--- src/rtl/jalr_pkg.sv ---
// Shared types and helpers for the jump-target / return-address-stack unit.
package jalr_pkg;

    // Stack operation decoded from an IF-stage instruction
    typedef enum logic [1:0] {
        RAS_NONE,
        RAS_PUSH,
        RAS_POP,
        RAS_POPPUSH
    } ras_op_e;

    // Registers that the calling convention treats as link registers
    localparam logic [4:0] LINK_X1 = 5'd1;
    localparam logic [4:0] LINK_X5 = 5'd5;

    function automatic logic is_link(input logic [4:0] r);
        return (r == LINK_X1) || (r == LINK_X5);
    endfunction

endpackage

--- src/rtl/jalr_target_calc.sv ---
// Resolved JAL/JALR target: picks the base (PC or rs1), adds the immediate,
// and clears bit 0 for JALR. Purely combinational.
module jalr_target_calc
    import jalr_pkg::*;
#(
    parameter int XLEN = 32
) (
    input  logic            is_jalr,
    input  logic [XLEN-1:0] pc,
    input  logic [XLEN-1:0] rs1_data,
    input  logic [XLEN-1:0] imm,
    output logic [XLEN-1:0] target
);

    logic [XLEN-1:0] base;
    logic [XLEN-1:0] sum;

    // Two's-complement add: a negative immediate works without sign handling,
    // and the carry out is simply dropped.
    assign base   = is_jalr ? rs1_data : pc;
    assign sum    = base + imm;
    assign target = is_jalr ? {sum[XLEN-1:1], 1'b0} : sum;

endmodule

--- src/rtl/jalr_ras.sv ---
// Jump-target unit with a circular return-address stack.
// IF side: same-cycle return prediction plus stack update on the next edge.
// EX side: combinational resolved target and JALR mispredict flag.
// Build option: define JALR_RAS_EN to include the stack; without it the unit
// never predicts, so every valid JALR reports a mispredict.
module jalr_ras
    import jalr_pkg::*;
#(
    parameter  int XLEN  = 32,
    parameter  int DEPTH = 8,
    localparam int PW    = $clog2(DEPTH)
) (
    input  logic            clk,
    input  logic            rst,
    input  logic            if_valid,
    input  logic            if_stall,
    input  logic            if_is_jal,
    input  logic            if_is_jalr,
    input  logic [4:0]      if_rd,
    input  logic [4:0]      if_rs1,
    input  logic [XLEN-1:0] if_pc,
    output logic            pred_valid,
    output logic [XLEN-1:0] pred_target,
    output logic [PW-1:0]   ckpt_tos,
    output logic [PW:0]     ckpt_cnt,
    input  logic            restore,
    input  logic [PW-1:0]   restore_tos,
    input  logic [PW:0]     restore_cnt,
    input  logic            ex_valid,
    input  logic            ex_is_jalr,
    input  logic [XLEN-1:0] ex_pc,
    input  logic [XLEN-1:0] ex_rs1_data,
    input  logic [XLEN-1:0] ex_imm,
    input  logic            ex_pred_valid,
    input  logic [XLEN-1:0] ex_pred_target,
    output logic [XLEN-1:0] ex_target,
    output logic            ex_mispredict
);

`ifdef JALR_RAS_EN
    localparam logic [PW:0] CNT_MAX = (PW+1)'(DEPTH);

    logic [XLEN-1:0] entries [DEPTH];
    logic [PW-1:0]   tos;
    logic [PW:0]     cnt;
    ras_op_e         op;
    logic [XLEN-1:0] push_val;
    logic [PW-1:0]   tos_inc;
    logic [PW-1:0]   tos_dec;
    logic            has_entry;

    assign push_val  = if_pc + XLEN'(4);
    assign tos_inc   = tos + 1'b1;
    assign tos_dec   = tos - 1'b1;
    assign has_entry = (cnt != '0);

    // Classify the IF instruction by its link-register usage
    always_comb begin
        op = RAS_NONE;
        if (if_valid) begin
            if (if_is_jal) begin
                if (is_link(if_rd)) op = RAS_PUSH;
            end else if (if_is_jalr) begin
                case ({is_link(if_rd), is_link(if_rs1)})
                    2'b01:   op = RAS_POP;
                    2'b10:   op = RAS_PUSH;
                    2'b11:   op = (if_rd == if_rs1) ? RAS_PUSH : RAS_POPPUSH;
                    default: op = RAS_NONE;
                endcase
            end
        end
    end

    // Prediction reads the current top; it does not depend on the stall
    assign pred_valid  = (op == RAS_POP || op == RAS_POPPUSH) && has_entry;
    assign pred_target = entries[tos];
    assign ckpt_tos    = tos;
    assign ckpt_cnt    = cnt;

    // Stack state: flush restore wins over the IF update; a full push
    // silently overwrites the oldest entry
    always_ff @(posedge clk or posedge rst) begin
        if (rst) begin
            tos <= '0;
            cnt <= '0;
            for (int i = 0; i < DEPTH; i++) entries[i] <= '0;
        end else if (restore) begin
            tos <= restore_tos;
            cnt <= restore_cnt;
        end else if (if_valid && !if_stall) begin
            case (op)
                RAS_PUSH: begin
                    tos              <= tos_inc;
                    entries[tos_inc] <= push_val;
                    if (cnt != CNT_MAX) cnt <= cnt + 1'b1;
                end
                RAS_POP: begin
                    if (has_entry) begin
                        tos <= tos_dec;
                        cnt <= cnt - 1'b1;
                    end
                end
                RAS_POPPUSH: begin
                    if (has_entry) begin
                        entries[tos] <= push_val;
                    end else begin
                        tos              <= tos_inc;
                        entries[tos_inc] <= push_val;
                        cnt              <= cnt + 1'b1;
                    end
                end
                default: ;
            endcase
        end
    end
`else
    logic unused_ras_inputs;

    assign pred_valid  = 1'b0;
    assign pred_target = '0;
    assign ckpt_tos    = '0;
    assign ckpt_cnt    = '0;

    assign unused_ras_inputs = ^{clk, rst, if_valid, if_stall, if_is_jal, if_is_jalr,
                                 if_rd, if_rs1, if_pc, restore, restore_tos, restore_cnt};
`endif

    jalr_target_calc #(.XLEN(XLEN)) u_target_calc (
        .is_jalr  (ex_is_jalr),
        .pc       (ex_pc),
        .rs1_data (ex_rs1_data),
        .imm      (ex_imm),
        .target   (ex_target)
    );

    assign ex_mispredict = ex_valid & ex_is_jalr &
                           (~ex_pred_valid | (ex_pred_target != ex_target));

endmodule

--- config.mk ---
export PLATFORM = sky130hd
export DESIGN_NAME = jalr_ras
export DESIGN_NICKNAME = d
export VERILOG_FILES = /design/src/rtl/jalr_pkg.sv /design/src/rtl/jalr_target_calc.sv /design/src/rtl/jalr_ras.sv
export SDC_FILE = /design/constraint.sdc
export NUM_CORES = 1
export LEC_CHECK = 0
export CAP_MARGIN = 5
export CELL_PAD_IN_SITES_DETAIL_PLACEMENT = 1
export CELL_PAD_IN_SITES_GLOBAL_PLACEMENT = 1
export CORE_MARGIN = 3
export CORE_UTILIZATION = 21
export DETAILED_ROUTE_END_ITERATION = 8
export GPL_ROUTABILITY_DRIVEN = 1
export PLACE_DENSITY = 0.93
export SLEW_MARGIN = 30
export SYNTH_ARGS = -nofsm -noshare
export SYNTH_HDL_FRONTEND = slang
export SYNTH_HIERARCHICAL = 1
export SYNTH_SLANG_ARGS = --single-unit
--- constraint.sdc ---
create_clock -name vclk -period 19.95
set_clock_uncertainty 0.1 [all_clocks]
set_input_delay 4.9875 -clock vclk [all_inputs]
set_output_delay 4.9875 -clock vclk [all_outputs]
set_load 0.01 [all_outputs]
# == Word level (Yosys, flattened, before mapping) ==
# Cells that the tools add are included.
# word_totals
elab_cells,8
ff_bits,0
# op_classes
addsub,1
bitwise_logic,4
n_mux,2
eq_ne,1
# op_table
operator,count
$add A32 B32 Y32,1
$mux W32,1
$ne A32 B32 Y1,1
$and A1 B1 Y1,2
$mux W1,1
$not A1 Y1,1
$or A1 B1 Y1,1

# == Longest topological paths before layout ==
# Gate-level depths: netlist (run 1).
# logic_depth
word_depth,6
depth_mapped,17
ltp_nobuf,15

# == Cells and area by module ==
# Netlist (run 1), hierarchy kept.
# by_module_without_submodules
mod,area_per_inst_um2,cells_each,seq_area_each_um2,instances
jalr_target_calc,2005.7,258,0.0,1
jalr_ras,659.4,85,0.0,1

# == Worst setup path after synthesis (run 1) ==
# OpenSTA, ideal clock, no wires.
# synth_timing
path_kind,input to output
from,in ex_is_jalr
to,out ex_mispredict
arrival_time_ns,8.868
slack_ns,5.995
n_path_buf,2
path_stages,16
path_cell_list,clkbuf_1 -> clkbuf_1 -> mux2_2 -> ha_1 -> and3_1 -> a221oi_2 -> or4_4 -> a31oi_4 -> a41oi_4 -> o21bai_1 -> xor2_1 -> xnor2_1 -> nand4_1 -> nor4_1 -> nand4_1 -> o311a_1
# synth_via
word_cells_on_any_way,7
# synth_lines
element,line_no,text
start: declaration,jalr_ras.sv:30,"input logic ex_is_jalr,"
$mux W32,jalr_target_calc.sv:20,assign base = is_jalr ? rs1_data : pc;
$add A32 B32 Y32,jalr_target_calc.sv:21,assign sum = base + imm;
named net ex_target[26],jalr_ras.sv:36,"output logic [XLEN-1:0] ex_target,"
$ne A32 B32 Y1,jalr_ras.sv:137,(~ex_pred_valid | (ex_pred_target != ex_target));
$or A1 B1 Y1,jalr_ras.sv:137,
$and A1 B1 Y1,jalr_ras.sv:136,assign ex_mispredict = ex_valid & ex_is_jalr &
end: declaration,jalr_ras.sv:37,output logic ex_mispredict
# The timed path passes the listed nets, and every way through them passes these cells.

# == Worst setup path after layout (run 1) ==
# layout_timing
from,in ex_is_jalr
to,out ex_mispredict
# layout_via
elab_chain_cells,6
word_cells_on_any_way,7
# layout_lines
element,line_no,text
$mux W32,jalr_target_calc.sv:20,
$add A32 B32 Y32,jalr_target_calc.sv:21,
$mux W1,jalr_target_calc.sv:22,"assign target = is_jalr ? {sum[XLEN-1:1], 1'b0} : sum;"
$ne A32 B32 Y1,jalr_ras.sv:137,
$or A1 B1 Y1,jalr_ras.sv:137,
$and A1 B1 Y1 (*),jalr_ras.sv:136,
# Mark *: on every way between the ends. The rest lies on a longest branch, timed or not.

==> results.sh, run 1 <==
export IMPL_postCtsHoldBufs=0
export IMPL_maxSlewViolCount=0
export IMPL_ys_warn_count=6
export IMPL_swShare=0.493
export IMPL_routedWlPerCell_um=17.5
export IMPL_netlist_area_leader_share=0.146
export IMPL_hold_violations=0
export IMPL_multi_input_area_um2=2460
export IMPL_die_x_um=119
export IMPL_postRouteAntennaNets=0
export IMPL_top_layer_used="met4"
export IMPL_rsz0062_at_grt="false"
export IMPL_seq_cell_count=0
export IMPL_crit_path_end_kind="output port"
export IMPL_die_h_um=119
export IMPL_nClkBuffers=0
export IMPL_crit_slowest_cell="buf_2"
export IMPL_p_leak_nw=1.72
export IMPL_p_clk_frac=0
export IMPL_max_slew_margin_rel=0.462
export IMPL_grt_pass1_vias=3321
export IMPL_maxCapViolCount=0
export IMPL_power_density_nw_per_um2=44.5
export IMPL_wl_met3_um=956
export IMPL_final_cells=666
export IMPL_finalSetupTns_ps=0
export IMPL_period_share=0.763
export IMPL_layout_setup_ws_ps=4730
export IMPL_place_inst=666
export IMPL_num_rows=40
export IMPL_slowest_delay_ps=620
export IMPL_drc=0
export IMPL_die_area_um2=14100
export IMPL_initial_core_util=0.218
export IMPL_core_area_um2=12200
export IMPL_route_layer_met1_wl_um=4430
export IMPL_tightest_slew_ps=807
export IMPL_synth_avg_cell_area_um2=7.77
export IMPL_status="completed"
export IMPL_worst_setup_path_type="in -> out"
export IMPL_setup_violations=0
export IMPL_ctsResizeCount=0
export IMPL_num_fill_cells=1481
export IMPL_antenna_found_initial=0
export IMPL_ys_seq_area_frac=0
export IMPL_synth_area_um2=2670
export IMPL_grt_pass1_wl_um=17900
export IMPL_pwr_share_seq=0
export IMPL_yosys_area_top_type="ha_1"
export IMPL_drtIter0Drc=124
export IMPL_grt_max_degree=35
export IMPL_seq_area_um2=0
export IMPL_internal_power_uw=97.6
export IMPL_dp_worst_setup_slack_ps=4670
export IMPL_port_buffers=164
export IMPL_wl_met2_um=6190
export IMPL_synth_cells=343
export IMPL_path_cells="buf_2 > mux2_2 > ha_1 > fa_1 > a21o_1 > a221oi_2 > or4_4 > a31oi_4 > a41oi_4 > o21bai_1 > xor2_1 > xnor2_1 > nand4_1 > nor4_1 > nand4_1 > o311a_1 > clkdlybuf4s50_1"
export IMPL_p_switching_uw=94.9
export IMPL_grt_overflow_total=0
export IMPL_io_pins=260
export IMPL_cpLargestDelayFamily="compound AO/OA/AOI/OAI gates"
export IMPL_min_path_type="in -> out"
export IMPL_cts_setup_buffers=0
export IMPL_fmax_ghz=0.0657
export IMPL_num_vias=3100
export IMPL_utilization=0.354
export IMPL_path_max_fanout=34
export IMPL_worstPathRequired_ps=14860
export IMPL_firstDrtPassIters=4
export IMPL_wirelength_um=11700
export IMPL_antenna_cells=0
export IMPL_drive_gt1_frac=0.0803
export IMPL_vias_per_cell=4.65
export IMPL_fin_crit_ps=15220
export IMPL_cp_num_cells=17
export IMPL_arrival_ps=10130
export IMPL_grt_use_total=0.153
export IMPL_crit_top_cell="nand4_1"
export IMPL_path_buf_inv=2
export IMPL_gp_congestion=0.823
export IMPL_ys_types=46
export IMPL_nets=719
export IMPL_whs_path_depth=3
export IMPL_synth_top_cells_by_area="ha_1 15%, mux2_2 13%, xnor2_1 12%, buf_4 11%, xor2_1 8.5%"
export IMPL_cp_start_kind="primary input"
export IMPL_post_dp_hpwl_um=10500
export IMPL_syn2layout_area_growth_pct=62.4
export IMPL_ir_drop_v=0.0000197
export IMPL_pwr_share_comb=1.000
## cell usage in the layout, fill, tap and decap left out, types with 5 or more instances in the layout
cell / n
nand3_1: 5
o21bai_1: 6
xnor2_1: 35
xor2_1: 26
nor2b_1: 5
a21oi_1: 33
ha_1: 31
inv_1: 5
conb_1: 40
o21ai_0: 15
clkdlybuf4s50_1: 163
nor4_1: 7
a21o_1: 12
nand4_1: 9
mux2_2: 31
nand2_1: 21
nor2_1: 10
a31oi_1: 6
## path summary, 6_finish.rpt
| kind | end | slack [ps] | startpoint |
|---|---|---|---|
| setup / recovery | ex_mispredict | 4730 | ex_is_jalr |
| hold / removal | ex_mispredict | 10890 | ex_valid |
## power groups by stage
stage	logic (mW)	clock network, mW	registers (mW)
after floorplan	0.108	0	0
after global placement	0.187	0	0
after detailed placement	0.192	0	0
after CTS	0.194	0	0
after global routing	0.208	0	0
final	0.192	0	0
## area by class of cell
cell class | count | area share
Inverter | 5 | 0.00434
Tap cell | 168 | 0.0486
Timing Repair Buffer | 164 | 0.378
Multi-Input combinational cell | 329 | 0.569
## per-stage QoR
step | power (mW) | area [µm²] | hold slack [ps]
detailed placement | 0.192 | 4330 | 10890
CTS | 0.194 | 4330 | 10890
global placement | 0.187 | 4330 | 10890
global route | 0.208 | 4330 | 10920
floorplan | 0.108 | 2810 | 9990
finish | 0.192 | 4330 | 10890
## cell usage after synthesis, types with 4 or more instances
| library cell | n |
|---|---|
| buf_4 | 40 |
| xnor2_1 | 35 |
| a21oi_1 | 33 |
| ha_1 | 31 |
| mux2_2 | 31 |
| xor2_1 | 26 |
| nand2_1 | 21 |
| o21ai_0 | 15 |
| a21o_1 | 12 |
| nor2_1 | 10 |
| nand4_1 | 9 |
| clkbuf_1 | 8 |
| nor4_1 | 7 |
| a31oi_1 | 6 |
| o21bai_1 | 6 |
| inv_1 | 5 |
| nand3_1 | 5 |
| nor2b_1 | 5 |
| and3_1 | 4 |
| o21a_1 | 4 |
## layer usage
layer  GRT usage  vias to the layer above
met4     0.00941                        0
met5           0                        -
li1            -                     1490
met2       0.305                      152
met1       0.178                     1456
met3      0.0220                        2
## logic make-up (layout without fill, tap and decap cells)
logic type / after synthesis / after routing / synth area share
XOR/XNOR: 61 / 61 / 0.200
multiplexers: 32 / 32 / 0.135
other: 1 / 40 / 0.00141
AO/OA/AOI/OAI: 97 / 97 / 0.251
buffers and inverters: 53 / 169 / 0.131
adder cells (fa/ha/maj): 32 / 32 / 0.153
AND/OR/NAND/NOR: 67 / 67 / 0.129
Note: power is estimated with default switching activity, not from simulation.
==> inputs of run 2 (changes only) <==
--- a/config.mk
+++ b/config.mk
@@ -9,10 +9,10 @@
 export CELL_PAD_IN_SITES_DETAIL_PLACEMENT = 1
 export CELL_PAD_IN_SITES_GLOBAL_PLACEMENT = 1
 export CORE_MARGIN = 3
-export CORE_UTILIZATION = 21
+export CORE_UTILIZATION = 18
 export DETAILED_ROUTE_END_ITERATION = 8
 export GPL_ROUTABILITY_DRIVEN = 1
-export PLACE_DENSITY = 0.93
+export PLACE_DENSITY = 0.85
 export SLEW_MARGIN = 30
 export SYNTH_ARGS = -nofsm -noshare
 export SYNTH_HDL_FRONTEND = slang
==> constraint.sdc (replaced) <==
create_clock -name vclk -period 13.4
set_clock_uncertainty 0.1 [all_clocks]
set_input_delay 3.35 -clock vclk [all_inputs]
set_output_delay 3.35 -clock vclk [all_outputs]
set_load 0.01 [all_outputs]
==> results.sh, run 2 (synthesis gave the netlist of run 1 again) <==
export IMPL_status="completed"
export IMPL_wirelength_um=11300
export IMPL_dpl_cell_area_um2=4350
export IMPL_period_share=0.875
export IMPL_final_common_cell="clkdlybuf4s50_1"
export IMPL_setup_violations=0
export IMPL_num_vias=3019
export IMPL_nets=720
export IMPL_maxCapViolCount=0
export IMPL_antenna_found_initial=0
export IMPL_power_density_nw_per_um2=65.1
export IMPL_tightest_slew_ps=634
export IMPL_path_max_fanout=25
export IMPL_routedWlPerCell_um=16.6
export IMPL_cp_start_kind="primary input"
export IMPL_dp_worst_setup_slack_ps=1550
export IMPL_finalSetupTns_ps=0
export IMPL_grt_use_total=0.129
export IMPL_postCtsHoldBufs=0
export IMPL_ctsResizeCount=0
export IMPL_io_pins=260
export IMPL_syn2layout_area_growth_pct=63.2
export IMPL_port_buffers=164
export IMPL_grt_overflow_total=0
export IMPL_grt_pass1_wl_um=16900
export IMPL_crit_path_end_kind="output port"
export IMPL_maxSlewViolCount=0
export IMPL_fmax_ghz=0.0853
export IMPL_num_rows=43
export IMPL_nClkBuffers=0
export IMPL_firstDrtPassIters=4
export IMPL_p_leak_nw=1.73
export IMPL_worstPathRequired_ps=9950
export IMPL_seq_area_um2=0
export IMPL_fin_crit_ps=11720
export IMPL_ir_drop_v=0.0000235
export IMPL_core_area_um2=14200
export IMPL_layout_setup_ws_ps=1680
export IMPL_hold_violations=0
export IMPL_die_h_um=128
export IMPL_gp_congestion=0.822
export IMPL_rsz0062_at_grt="false"
export IMPL_hold_ws_ps=7620
export IMPL_antenna_cells=0
export IMPL_die_x_um=128
export IMPL_initial_core_util=0.188
export IMPL_worst_setup_path_type="in -> out"
export IMPL_drc=0
export IMPL_min_path_type="in -> out"
export IMPL_cts_setup_buffers=0
export IMPL_post_dp_hpwl_um=10300
export IMPL_vias_per_cell=4.45
export IMPL_grt_max_degree=26
export IMPL_arrival_ps=8270
export IMPL_seq_cell_count=0
export IMPL_grt_pass1_vias=3225
export IMPL_drive_gt1_frac=0.0822
export IMPL_postLayoutCellArea_um2=4350
export IMPL_postRouteAntennaNets=0
export IMPL_max_slew_margin_rel=0.577
export IMPL_final_cell_mix="163 x clkdlybuf4s50_1, 40 x conb_1, 35 x xnor2_1, 33 x a21oi_1"
export IMPL_die_area_um2=16300
export IMPL_drtIter0Drc=61
[run 2: changes by cell type in the layout (fill, tap and decap cells not counted)]
cell	before	now
buf_4	0	1
[run 2: critical path: stages]
cell,delay (ps)
buf_2,500
mux2_2,410
ha_1,220
fa_1,430
a21o_1,240
a221oi_2,410
or4_4,230
a31oi_4,120
a41oi_4,330
o21bai_1,130
xor2_1,300
xnor2_1,160
nand4_1,100
nor4_1,320
nand4_1,130
o311a_1,360
clkdlybuf4s50_1,510
[run 2: stage by stage]
stage | util | std cells | total power, mW
global placement | 0.306 | 679 | 0.283
finish | 0.306 | 679 | 0.283
floorplan | - | 382 | 0.160
detailed placement | 0.306 | 679 | 0.286
CTS | 0.306 | 679 | 0.288
global route | 0.306 | 679 | 0.311
[run 2: path summary, 6_finish.rpt]
path	start	endpoint	slack [ps]	cells past startpoint
setup / recovery	ex_is_jalr	ex_mispredict	1680	17
hold / removal	ex_is_jalr	ex_mispredict	7620	3
[run 2: final cells by class]
cell class | instances | area, µm²
tap | 180 | 225
multi-input combinational | 329 | 2460
fill | 1730 | 9850
timing repair buffer | 165 | 1640
inverter | 5 | 18.8
[run 2: metal layers]
metal,up-vias,track usage,part of all wire
met5,-,0,0
met1,1391,0.162,0.43
li1,1493,-,-
met3,6,0.0208,0.072
met4,0,0.0112,0.0098
met2,129,0.239,0.49
[run 2: power breakdown]
part,internal (mW),switching [mW]
Combinational,0.145,0.138
Sequential,0,0
Clock,0,0
==> inputs of run 3 (changes only) <==
--- a/config.mk
+++ b/config.mk
@@ -13,7 +13,7 @@
 export DETAILED_ROUTE_END_ITERATION = 8
 export GPL_ROUTABILITY_DRIVEN = 1
 export PLACE_DENSITY = 0.85
-export SLEW_MARGIN = 30
+export SLEW_MARGIN = 5
 export SYNTH_ARGS = -nofsm -noshare
 export SYNTH_HDL_FRONTEND = slang
 export SYNTH_HIERARCHICAL = 1
==> results of run 3 <==
No change in the layout: final DEF, timing and power equal those of run 2.
